--- src/rtl/pbch_llr_pkg.sv ---
// -----------------------------------------------------------------------------
// pbch_llr_pkg
// Shared definitions for the PBCH LLR write path:
//   - E_LLR_DEF : default number of LLRs per PBCH codeword
//   - state_e   : writer control states
//   - llr_sat() : arithmetic shift plus symmetric clamp. It is used only when
//                 PBCH_LLR_SAT_EN is defined.
// -----------------------------------------------------------------------------
package pbch_llr_pkg;

    localparam int E_LLR_DEF = 864;

    typedef enum logic [1:0] {
        IDLE = 2'd0,
        RUN  = 2'd1,
        DONE = 2'd2
    } state_e;

    // Shift x right arithmetically by 'shift'. Then clamp the result to
    // +/-(2^(llr_w-1)-1), so the most negative code of llr_w bits never
    // appears at the output.
    function automatic logic signed [31:0] llr_sat(input logic signed [31:0] x,
                                                   input int                 shift,
                                                   input int                 llr_w);
        logic signed [31:0] s;
        logic signed [31:0] lim;
        s   = x >>> shift;
        lim = (32'sd1 <<< (llr_w - 1)) - 32'sd1;
        if (s > lim)  return lim;
        if (s < -lim) return -lim;
        return s;
    endfunction

endpackage

--- src/rtl/pbch_llr_writer_if.sv ---
// -----------------------------------------------------------------------------
// pbch_llr_writer_if
// Bundles the signals between scrambler, pbch_llr_writer and the LLR RAMs.
//   strt, in_vld, in_llr          : LLR stream and frame start (master drives)
//   mem_w_addr/data/en            : RAM word write port (slave drives)
//   busy, llr_done, stray_err     : status toward the polar decoder side
// The master modport is used by the stream source.
// The slave modport is used by pbch_llr_writer.
// -----------------------------------------------------------------------------
interface pbch_llr_writer_if #(
    parameter int IN_WIDTH      = 8,
    parameter int LLR_WIDTH     = 8,
    parameter int LLRS_PER_WORD = 4,
    parameter int NUM_BANKS     = 2,
    parameter int ADDR_WIDTH    = 7
);
    logic                               strt;
    logic                               in_vld;
    logic signed [IN_WIDTH-1:0]         in_llr;
    logic [ADDR_WIDTH-1:0]              mem_w_addr;
    logic [LLRS_PER_WORD*LLR_WIDTH-1:0] mem_w_data;
    logic [NUM_BANKS-1:0]               mem_w_en;
    logic                               busy;
    logic                               llr_done;
    logic                               stray_err;

    modport master (
        output strt, in_vld, in_llr,
        input  mem_w_addr, mem_w_data, mem_w_en, busy, llr_done, stray_err
    );

    modport slave (
        input  strt, in_vld, in_llr,
        output mem_w_addr, mem_w_data, mem_w_en, busy, llr_done, stray_err
    );
endinterface

--- src/rtl/llr_lane_packer.sv ---
// -----------------------------------------------------------------------------
// llr_lane_packer
// Collects accepted LLRs into LLRS_PER_WORD lane registers. Lane 0 sits in the
// LSBs.
//   clk, rst   : clock and asynchronous active-low reset (lane counter only)
//   clr_i      : restarts packing at lane 0; the partial word is discarded
//   acc_i      : llr_i is accepted this cycle
//   llr_i      : reduced-width LLR
//   word_o     : lane contents, including the LLR accepted this cycle
//   word_cmp_o : this acceptance fills the last lane, so word_o is a full word
// -----------------------------------------------------------------------------
module llr_lane_packer #(
    parameter int LLR_WIDTH     = 8,
    parameter int LLRS_PER_WORD = 4
) (
    input  logic                               clk,
    input  logic                               rst,
    input  logic                               clr_i,
    input  logic                               acc_i,
    input  logic [LLR_WIDTH-1:0]               llr_i,
    output logic [LLRS_PER_WORD*LLR_WIDTH-1:0] word_o,
    output logic                               word_cmp_o
);
    localparam int LANE_W = (LLRS_PER_WORD > 1) ? $clog2(LLRS_PER_WORD) : 1;

    logic [LANE_W-1:0]                         lane_q, lane_d;
    logic [LLRS_PER_WORD-1:0][LLR_WIDTH-1:0]   lanes_q, lanes_d;

    assign word_cmp_o = acc_i && (lane_q == LANE_W'(LLRS_PER_WORD - 1));
    // Expose the merged view so the parent can register the full word on the
    // same edge that accepts its last LLR.
    assign word_o     = lanes_d;

    always_comb begin
        lanes_d = lanes_q;
        if (acc_i) lanes_d[lane_q] = llr_i;
    end

    always_comb begin
        lane_d = lane_q;
        if (clr_i)           lane_d = '0;
        else if (word_cmp_o) lane_d = '0;
        else if (acc_i)      lane_d = lane_q + LANE_W'(1);
    end

    always_ff @(posedge clk or negedge rst) begin
        if (!rst) lane_q <= '0;
        else      lane_q <= lane_d;
    end

    // Lane storage is pure datapath; every lane is rewritten before a word
    // is issued, so it carries no reset.
    always_ff @(posedge clk) begin
        lanes_q <= lanes_d;
    end
endmodule

--- src/rtl/pbch_llr_writer.sv ---
// -----------------------------------------------------------------------------
// pbch_llr_writer
// Packs the serial descrambled PBCH LLR stream into RAM words. It writes the
// words round-robin across NUM_BANKS LLR RAMs. After E_LLR LLRs it pulses
// llr_done.
//   clk, rst : clock (rising edge) and asynchronous active-low reset
//   bus      : pbch_llr_writer_if.slave
//              (strt, in_vld, in_llr in;
//               mem_w_addr, mem_w_data, mem_w_en, busy, llr_done, stray_err out)
// Configuration macro:
//   PBCH_LLR_SAT_EN defined   : shift right by IN_WIDTH-LLR_WIDTH, then clamp
//                               symmetrically.
//   PBCH_LLR_SAT_EN undefined : keep the top LLR_WIDTH bits and do not clamp.
// -----------------------------------------------------------------------------
module pbch_llr_writer
    import pbch_llr_pkg::*;
#(
    parameter int IN_WIDTH      = 8,
    parameter int LLR_WIDTH     = 8,
    parameter int LLRS_PER_WORD = 4,
    parameter int NUM_BANKS     = 2,
    parameter int E_LLR         = E_LLR_DEF,
    parameter int ADDR_WIDTH    = $clog2(E_LLR / (LLRS_PER_WORD * NUM_BANKS))
) (
    input  logic               clk,
    input  logic               rst,
    pbch_llr_writer_if.slave   bus
);
    localparam int DEPTH  = E_LLR / (LLRS_PER_WORD * NUM_BANKS);
    localparam int BANK_W = (NUM_BANKS > 1) ? $clog2(NUM_BANKS) : 1;
    localparam int WORD_W = LLRS_PER_WORD * LLR_WIDTH;

    state_e                  state_q, state_d;
    logic [BANK_W-1:0]       bank_q, bank_d;
    logic [ADDR_WIDTH-1:0]   addr_q, addr_d;
    logic [ADDR_WIDTH-1:0]   w_addr_q;
    logic [WORD_W-1:0]       w_data_q;
    logic [NUM_BANKS-1:0]    w_en_q, w_en_d;
    logic                    busy_q, done_q, stray_q, stray_d;
    logic                    acc, word_cmp, last_word;
    logic signed [LLR_WIDTH-1:0] llr_red;
    logic [WORD_W-1:0]       word;

    // A strt cycle always wins: an LLR that arrives with it is dropped.
    assign acc       = bus.in_vld && (state_q == RUN) && !bus.strt;
    assign last_word = (bank_q == BANK_W'(NUM_BANKS - 1)) &&
                       (addr_q == ADDR_WIDTH'(DEPTH - 1));

`ifdef PBCH_LLR_SAT_EN
    assign llr_red = LLR_WIDTH'(llr_sat(32'($signed(bus.in_llr)),
                                        IN_WIDTH - LLR_WIDTH, LLR_WIDTH));
`else
    assign llr_red = LLR_WIDTH'($signed(bus.in_llr) >>> (IN_WIDTH - LLR_WIDTH));
`endif

    llr_lane_packer #(
        .LLR_WIDTH     (LLR_WIDTH),
        .LLRS_PER_WORD (LLRS_PER_WORD)
    ) u_packer (
        .clk        (clk),
        .rst        (rst),
        .clr_i      (bus.strt),
        .acc_i      (acc),
        .llr_i      (llr_red),
        .word_o     (word),
        .word_cmp_o (word_cmp)
    );

    always_comb begin
        state_d = state_q;
        bank_d  = bank_q;
        addr_d  = addr_q;
        w_en_d  = '0;
        stray_d = stray_q;

        case (state_q)
            IDLE:    if (bus.strt) state_d = RUN;
            RUN:     if (bus.strt)                   state_d = RUN;
                     else if (word_cmp && last_word) state_d = DONE;
            DONE:    state_d = bus.strt ? RUN : IDLE;
            default: state_d = IDLE;
        endcase

        if (bus.strt) begin
            bank_d = '0;
            addr_d = '0;
        end else if (word_cmp) begin
            w_en_d[bank_q] = 1'b1;
            if (bank_q == BANK_W'(NUM_BANKS - 1)) begin
                bank_d = '0;
                addr_d = last_word ? '0 : addr_q + ADDR_WIDTH'(1);
            end else begin
                bank_d = bank_q + BANK_W'(1);
            end
        end

        // strt clears the sticky flag, unless the strt cycle itself carries
        // a stray LLR.
        if (bus.strt)                             stray_d = bus.in_vld;
        else if (bus.in_vld && state_q != RUN)    stray_d = 1'b1;
    end

    always_ff @(posedge clk or negedge rst) begin
        if (!rst) begin
            state_q  <= IDLE;
            bank_q   <= '0;
            addr_q   <= '0;
            w_addr_q <= '0;
            w_data_q <= '0;
            w_en_q   <= '0;
            busy_q   <= 1'b0;
            done_q   <= 1'b0;
            stray_q  <= 1'b0;
        end else begin
            state_q <= state_d;
            bank_q  <= bank_d;
            addr_q  <= addr_d;
            w_en_q  <= w_en_d;
            busy_q  <= (state_d == RUN);
            done_q  <= word_cmp && last_word;
            stray_q <= stray_d;
            if (word_cmp) begin
                w_addr_q <= addr_q;
                w_data_q <= word;
            end
        end
    end

    assign bus.mem_w_addr = w_addr_q;
    assign bus.mem_w_data = w_data_q;
    assign bus.mem_w_en   = w_en_q;
    assign bus.busy       = busy_q;
    assign bus.llr_done   = done_q;
    assign bus.stray_err  = stray_q;
endmodule

--- src/flat_wrapper.sv ---
// flat-port wrapper written by rule: the top's interface ports become plain ports
module pbch_llr_writer_flat import pbch_llr_pkg::*;
#(
    parameter int IN_WIDTH      = 8,
    parameter int LLR_WIDTH     = 8,
    parameter int LLRS_PER_WORD = 4,
    parameter int NUM_BANKS     = 2,
    parameter int E_LLR         = E_LLR_DEF,
    parameter int ADDR_WIDTH    = $clog2(E_LLR / (LLRS_PER_WORD * NUM_BANKS))
)
  (clk, rst, bus_strt, bus_in_vld, bus_in_llr, bus_mem_w_addr, bus_mem_w_data, bus_mem_w_en, bus_busy, bus_llr_done, bus_stray_err);
  pbch_llr_writer_if #(.IN_WIDTH(IN_WIDTH), .LLR_WIDTH(LLR_WIDTH), .LLRS_PER_WORD(LLRS_PER_WORD), .NUM_BANKS(NUM_BANKS), .ADDR_WIDTH(ADDR_WIDTH)) bus_i ();
  input  logic clk;
  input  logic rst;
  input wire logic [$bits(bus_i.strt)-1:0] bus_strt;
  input wire logic [$bits(bus_i.in_vld)-1:0] bus_in_vld;
  input wire logic [$bits(bus_i.in_llr)-1:0] bus_in_llr;
  output wire logic [$bits(bus_i.mem_w_addr)-1:0] bus_mem_w_addr;
  output wire logic [$bits(bus_i.mem_w_data)-1:0] bus_mem_w_data;
  output wire logic [$bits(bus_i.mem_w_en)-1:0] bus_mem_w_en;
  output wire logic [$bits(bus_i.busy)-1:0] bus_busy;
  output wire logic [$bits(bus_i.llr_done)-1:0] bus_llr_done;
  output wire logic [$bits(bus_i.stray_err)-1:0] bus_stray_err;
  assign bus_i.strt = bus_strt;
  assign bus_i.in_vld = bus_in_vld;
  assign bus_i.in_llr = bus_in_llr;
  assign bus_mem_w_addr = bus_i.mem_w_addr;
  assign bus_mem_w_data = bus_i.mem_w_data;
  assign bus_mem_w_en = bus_i.mem_w_en;
  assign bus_busy = bus_i.busy;
  assign bus_llr_done = bus_i.llr_done;
  assign bus_stray_err = bus_i.stray_err;
  pbch_llr_writer #(.IN_WIDTH(IN_WIDTH), .LLR_WIDTH(LLR_WIDTH), .LLRS_PER_WORD(LLRS_PER_WORD), .NUM_BANKS(NUM_BANKS), .E_LLR(E_LLR), .ADDR_WIDTH(ADDR_WIDTH)) u_core (.clk(clk), .rst(rst), .bus(bus_i));
endmodule
--- config.mk ---
export PLATFORM = sky130hd
export DESIGN_NAME = pbch_llr_writer_flat
export DESIGN_NICKNAME = d
export VERILOG_FILES = /design/src/rtl/pbch_llr_pkg.sv /design/src/rtl/pbch_llr_writer_if.sv /design/src/rtl/llr_lane_packer.sv /design/src/rtl/pbch_llr_writer.sv /design/src/flat_wrapper.sv
export SDC_FILE = /design/constraint.sdc
export NUM_CORES = 1
export LEC_CHECK = 0
export ABC_CLOCK_PERIOD_IN_PS = 2000
export BUFFER_PORTS_ARGS = -buffer_cell sky130_fd_sc_hd__buf_4
export CORE_MARGIN = 5
export CORE_UTILIZATION = 50
export DETAILED_ROUTE_END_ITERATION = 10
export GPL_TIMING_DRIVEN = 1
export PLACE_DENSITY = 0.7
export SYNTH_ARGS = -nofsm -noshare
export SYNTH_HDL_FRONTEND = slang
export SYNTH_SLANG_ARGS = --single-unit
--- constraint.sdc ---
create_clock -name clk -period 2 [get_ports clk]
set_input_delay 0.4 -clock clk [delete_from_list [all_inputs] [get_ports clk]]
set_output_delay 0.4 -clock clk [all_outputs]
set_load 0.05 [all_outputs]
==> impl_metrics.env, run 1 <==
export IMPL_synth_seq_area_share_pct=59.4
export IMPL_synth_edf_count=0
export IMPL_min_period_ps=1860
export IMPL_finalMaxSlewViolations=0
export IMPL_vias=1983
export IMPL_io_pins=56
export IMPL_path_clk_slew_ps=80
export IMPL_drc=0
export IMPL_path_class="flip-flop to flip-flop"
export IMPL_syn_nets=264
export IMPL_hold_path_class="primary input to async pin"
export IMPL_skew_ps=10.1
export IMPL_power_w=0.00456
export IMPL_via_per_inst=5.03
export IMPL_final_core_util_pct=63.5
export IMPL_cp_required_ps=2230
export IMPL_relSlewSlack_pct=52.4
export IMPL_synth_top_area_share_pct=44.2
export IMPL_yosysTopAreaCell="dfrtp_1"
export IMPL_grt_setup_unrepaired="false"
export IMPL_die_x_um=89.6
export IMPL_synthFlopType="dfrtp_1"
export IMPL_ys_seq_elements=80
export IMPL_cts_buffer_depth=2
export IMPL_synthCells=247
export IMPL_grt_pass1_vias=1981
export IMPL_path_max_fanout=6
export IMPL_maxCapViolCount=0
export IMPL_async_reset_ff_share_pct=70.0
export IMPL_wl_per_cell_um=15.3
export IMPL_worstMarginPinSlew_ps=715
export IMPL_start_util_pct=50.8
export IMPL_setup_tns_ps=0
export IMPL_p_per_area_mw_per_mm2=1150
export IMPL_place_congestion=0.725
export IMPL_hold_viol=0
export IMPL_wirelength_um=6030
export IMPL_cts_tree="built"
export IMPL_clkSinkCount=80
export IMPL_ir_worst_vdd_mv=0.750
export IMPL_rr_endpoint="u_core.addr_q[2]"
export IMPL_fmax_mhz=537
export IMPL_io_buffers=55
export IMPL_slowest_stage="or4b_1"
export IMPL_final_cell_area_mm2=0.00397
export IMPL_setup_viol=0
export IMPL_dpl_instance_area_mm2=0.00370
export IMPL_synth_area_top_cells="dfrtp_1 44%, dfxtp_1 15%, mux2_4 11%"
export IMPL_r2r_start="u_core.addr_q[1]"
export IMPL_multi_input_area_mm2=0.00119
export IMPL_cts_root_buf="clkbuf_8"
export IMPL_grt_util_all_layers_pct=16.4
export IMPL_cts_buffers=9
export IMPL_n_fill_cell=508
export IMPL_dp_final_hpwl_um=4030
export IMPL_yosys_cell_types_count=39
export IMPL_fin_crit_sh_pct=93.1
export IMPL_syn_avg_cell_area_um2=12.8
export IMPL_floorplan_die_area_mm2=0.00803
export IMPL_pre_cts_ws_ps=72.3
export IMPL_syn2layout_area_growth_pct=25.1
export IMPL_rows=29
export IMPL_syn_area_mm2=0.00317
export IMPL_fin_nets=329
export IMPL_ant_nets=0
export IMPL_grt_max_degree=57
export IMPL_layout_area_seq_mm2=0.00188
export IMPL_overflow=0
export IMPL_rr_worst_depth=5
export IMPL_clkLatencyLatePin_ps=340
export IMPL_status="completed"
export IMPL_startpoint_type="flip-flop"
export IMPL_r2r_setup_slack_ps=140
export IMPL_layout_commonest_cell="buf_4"
export IMPL_critical_path_cell_chain="ha_1 > nand3_1 > or4b_1 > and4b_1 > a31o_1"
export IMPL_first_iter_violations=88
export IMPL_grt_pass1_wl_um=9830
export IMPL_chipHeight_um=89.6
export IMPL_final_cell_mix="63 x buf_4, 56 x nand2_1, 56 x dfrtp_1"
export IMPL_critical_path_endpoint_type="flip-flop"
export IMPL_post_cts_resized=0
export IMPL_htreeDepth=3
export IMPL_antenna_found_initial=0
export IMPL_finalWorstSetupSlack_ps=137
export IMPL_final_layout_size_suffix_gt1_share_pct=41.6
export IMPL_drtPass1Iterations=4
export IMPL_arrival_ps=2090
export IMPL_antennaDiodeCount=0
export IMPL_yosys_warnings=0
export IMPL_post_cts_setup_buffers=0
export IMPL_core_mm2=0.00624
export IMPL_postCtsHoldBufs=0
export IMPL_cpPeakStageDelay_ps=600
export IMPL_leakagePower_nw=1.98
[kinds of logic (layout without fill, tap and decap cells)]
logic type	Yosys count	after routing	synth area share (%)
compound gates	15	15	3.12
xor+xnor	2	2	0.553
fa+ha+maj	5	5	1.97
buf+inv	15	85	3.08
flops	80	80	59.4
mux	49	49	20.2
simple gates	81	81	11.7
[layer usage]
metal,vias up,track usage [%],share of wire (%)
met5,-,0,0
met3,7,3.47,5.6
met2,48,25.5,47
met1,970,21.5,46
met4,0,8.53,1.5
li1,958,-,-
[cells in the mapped netlist (2+ instances only)]
| library cell | n |
|---|---|
| mux2_4 | 24 |
| a22oi_1 | 2 |
| nand2_1 | 56 |
| mux2_2 | 21 |
| dfrtp_1 | 56 |
| xnor2_1 | 2 |
| mux2_1 | 3 |
| buf_2 | 3 |
| ha_1 | 5 |
| nor2_1 | 7 |
| o21ai_0 | 2 |
| a21oi_1 | 3 |
| clkbuf_1 | 3 |
| nand3_1 | 3 |
| dfxtp_1 | 24 |
| o21ai_1 | 2 |
| inv_1 | 3 |
| nand2_2 | 2 |
| buf_6 | 5 |
| a31o_1 | 2 |
[state kept, by name, indices dropped and copies added, names as in the netlist]
register	flops
u_core.bus.mem_w_data	32
u_core.u_packer.lanes_q	24
u_core.bus.stray_err	1
u_core.bus.llr_done	1
u_core.bus.mem_w_addr	7
u_core.bank_q	1
u_core.state_q	2
u_core.u_packer.lane_q	2
u_core.bus.mem_w_en	2
u_core.bus.busy	1
u_core.addr_q	7
[cell type report]
type	count	area share, %
Tap cell	77	2.43
Sequential cell	80	47.5
Timing Repair Buffer	65	12.9
Multi-Input combinational cell	152	30.0
Inverter	4	0.379
Clock buffer	9	3.12
Clock inverter	7	3.63
[worst max-delay path: cells and delay by family (launching register included)]
family | cells | cell delay (ps)
DFF | 1 | 390
adders and majority gates | 1 | 230
and+or+nand+nor | 3 | 950
AOI/OAI and AO/OA | 1 | 180
[stage by stage]
| stage | cells | hold slack [ps] |
|---|---|---|
| 2_1_floorplan | 247 | 104 |
| 3_3_place_gp | 378 | 447 |
| 3_5_place_dp | 378 | 459 |
| 4_1_cts | 394 | 126 |
| 5_1_grt | 394 | 164 |
| 6_report | 394 | 114 |
[power breakdown]
| group | leakage [nW] | internal [W] | switching [W] |
|---|---|---|---|
| logic | 0.894 | 0.000405 | 0.000617 |
| registers | 0.960 | 0.00188 | 0.000112 |
| clock network | 0.126 | 0.000957 | 0.000585 |
| total | 1.98 | 0.00325 | 0.00131 |
[worst max-delay path by stage]
stage                                           end              start
after floorplan                    u_core.addr_q[2]   u_core.addr_q[0]
after global placement     u_core.bus.mem_w_data[4]           bus_strt
after detailed placement   u_core.bus.mem_w_data[7]           bus_strt
after CTS                 u_core.bus.mem_w_data[10]  u_core.state_q[1]
after global routing               u_core.addr_q[2]   u_core.addr_q[1]
final                              u_core.addr_q[2]   u_core.addr_q[1]
No activity file was read; power rests on OpenSTA's default activity.
==> run 2: changes to the inputs <==
- ABC_CLOCK_PERIOD_IN_PS: 2000 -> 1700
- CORE_UTILIZATION: 50 -> 49
- PLACE_DENSITY: 0.7 -> 0.71
- clock period: 2 -> 1.7 ns (I/O delays scaled with it)
==> run 2 against run 1 <==
Compared with the run above:
- the run now ends with negative setup slack left
- largest power group unchanged
- fmax grew 9.0%
- global-route usage hardly changed
- sequential cell count unchanged
- first-iteration DRC count decreased by 32%
- register-to-register slack got worse by 150 ps
- via count is 3.7% higher
- non-clock buffer count is 16 higher
- clock skew about the same
- final area rose by 3.3%
==> impl_metrics.env, run 2 (synthesis gave the netlist of run 1 again) <==
export IMPL_layout_commonest_cell="buf_4"
export IMPL_die_x_um=90.4
export IMPL_skew_ps=10.3
export IMPL_htreeDepth=3
export IMPL_cp_required_ps=1940
export IMPL_hold_viol=0
export IMPL_use_met2_pct=25.8
export IMPL_fin_crit_sh_pct=101
export IMPL_clkLatencyLatePin_ps=340
export IMPL_drc=0
export IMPL_cts_root_buf="clkbuf_8"
export IMPL_vias=2057
export IMPL_grt_busiest_layer="met2"
export IMPL_final_core_util_pct=64.8
export IMPL_min_period_ps=1710
export IMPL_setup_viol=1
export IMPL_cts_buffer_depth=2
export IMPL_finalMaxSlewViolations=0
export IMPL_grt_pass1_wl_um=10900
export IMPL_arrival_ps=1940
export IMPL_final_layout_size_suffix_gt1_share_pct=45.6
export IMPL_cts_buffers=9
export IMPL_final_cell_mix="74 x buf_4, 56 x nand2_1, 56 x dfrtp_1"
export IMPL_maxCapViolCount=0
export IMPL_leakagePower_nw=2.06
export IMPL_clkSinkCount=80
export IMPL_finalWorstSetupSlack_ps=-8.93
export IMPL_via_per_inst=5.02
export IMPL_wl_per_cell_um=15.6
export IMPL_core_mm2=0.00631
export IMPL_dp_final_hpwl_um=4380
export IMPL_io_buffers=55
export IMPL_rows=29
export IMPL_pre_cts_ws_ps=-77.2
export IMPL_antennaDiodeCount=0
export IMPL_io_pins=56
export IMPL_grt_pass1_vias=2224
export IMPL_grt_max_degree=31
export IMPL_antenna_found_initial=0
export IMPL_path_max_fanout=6
export IMPL_final_cells=410
export IMPL_cts_tree="built"
export IMPL_violations="negative setup slack"
export IMPL_global_route_usage_met1_pct=21.5
export IMPL_p_per_area_mw_per_mm2=1210
export IMPL_fmax_mhz=585
export IMPL_place_congestion=0.704
export IMPL_startpoint_type="flip-flop"
export IMPL_overflow=0
export IMPL_dpl_cell_count=389
export IMPL_floorplan_die_area_mm2=0.00818
export IMPL_path_clk_slew_ps=90
export IMPL_met3_usage_pct=4.25
export IMPL_ant_nets=0
export IMPL_status="finished, violations left"
export IMPL_start_util_pct=50.2
export IMPL_hold_worst_slack_ps=212
export IMPL_wirelength_um=6380
export IMPL_grt_util_all_layers_pct=16.3
export IMPL_critical_path_endpoint_type="flip-flop"
export IMPL_largest_reg_flops=32
export IMPL_worstMarginPinSlew_ps=376
export IMPL_relSlewSlack_pct=74.9
export IMPL_path_class="flip-flop to flip-flop"
export IMPL_drtPass1Iterations=4
export IMPL_fin_nets=345
export IMPL_ir_worst_vdd_mv=0.801
export IMPL_chipHeight_um=90.4
export IMPL_grt_setup_unrepaired="true"
export IMPL_hold_path_class="primary input to flip-flop"
export IMPL_first_iter_violations=60
export IMPL_syn2layout_area_growth_pct=29.2
==> run 2: changes by cell type in the layout (fill, tap and decap cells not counted), sizes merged <==
cell | previous run | this run
inv | 3 | 4
clkinv | 2 | 4
buf | 65 | 79
dlygate4sd3 | 0 | 1
bufinv | 4 | 1
clkinvlp | 2 | 1
clkbuf | 9 | 11
==> run 2: layout make-up <==
type	count	area, um2
fill	485	2220
sequential	80	1880
multi-input combinational	152	1230
timing repair buffer	81	673
clock buffer	10	128
tap	77	96.3
clock inverter	6	68.8
inverter	4	15.0
==> run 2: path summary, 6_finish.rpt <==
kind,from,end,slack [ps],cells past startpoint
setup reg to reg,u_core.addr_q[1],u_core.addr_q[2],-9,5
max in group asynchronous,rst,u_core.bus.mem_w_addr[4],750,3
min in group asynchronous,rst,u_core.bus.mem_w_data[17],450,2
setup / recovery,u_core.addr_q[1],u_core.addr_q[2],-9,5
hold reg to reg,u_core.u_packer.lanes_q[16],u_core.u_packer.lanes_q[16],470,1
hold / removal,bus_in_llr[4],u_core.bus.mem_w_data[28],210,3
==> run 2: worst max-delay path: stages, from the launching register on <==
cell,delay (ps)
dfrtp_1,400
ha_4,160
nand3_2,80
or4b_4,580
and4b_1,200
a31o_1,180
==> run 2: where the power goes <==
part	switching [W]	total, W	leakage [nW]	internal [W]
Sequential	0.000129	0.00235	0.960	0.00222
Combinational	0.000735	0.00123	1.00	0.000491
Clock	0.000692	0.00138	0.0968	0.000687
Total	0.00156	0.00495	2.06	0.00339
==> run 2: per-layer routing <==
layer | up-vias | wire length [um] | part of all wire (%)
met4 | 0 | 114 | 1.8
met3 | 10 | 285 | 4.5
met5 | - | 0 | 0
li1 | 994 | - | -
met1 | 1005 | 2950 | 46
met2 | 48 | 3040 | 48
==> run 2: through the flow <==
stage               instance area (um2)  setup TNS [ps]  power [W]
finish                             4090           -8.93    0.00495
global placement                   3800           -1120    0.00357
floorplan                          3180           -21.4    0.00322
global route                       4090            -313    0.00519
detailed placement                 3800           -1510    0.00362
CTS                                4010               0    0.00499
==> run 2: what timing repair did <==
item | in CTS | in global routing
pin swaps | 0 | 2
hold buffers | 1 | 0
buffers inserted | 0 | 3
endpoints found under the setup margin | 6 | 23
cloned | 0 | 1
endpoints found under the hold margin | 26 | 0
resized for setup | 1 | 9
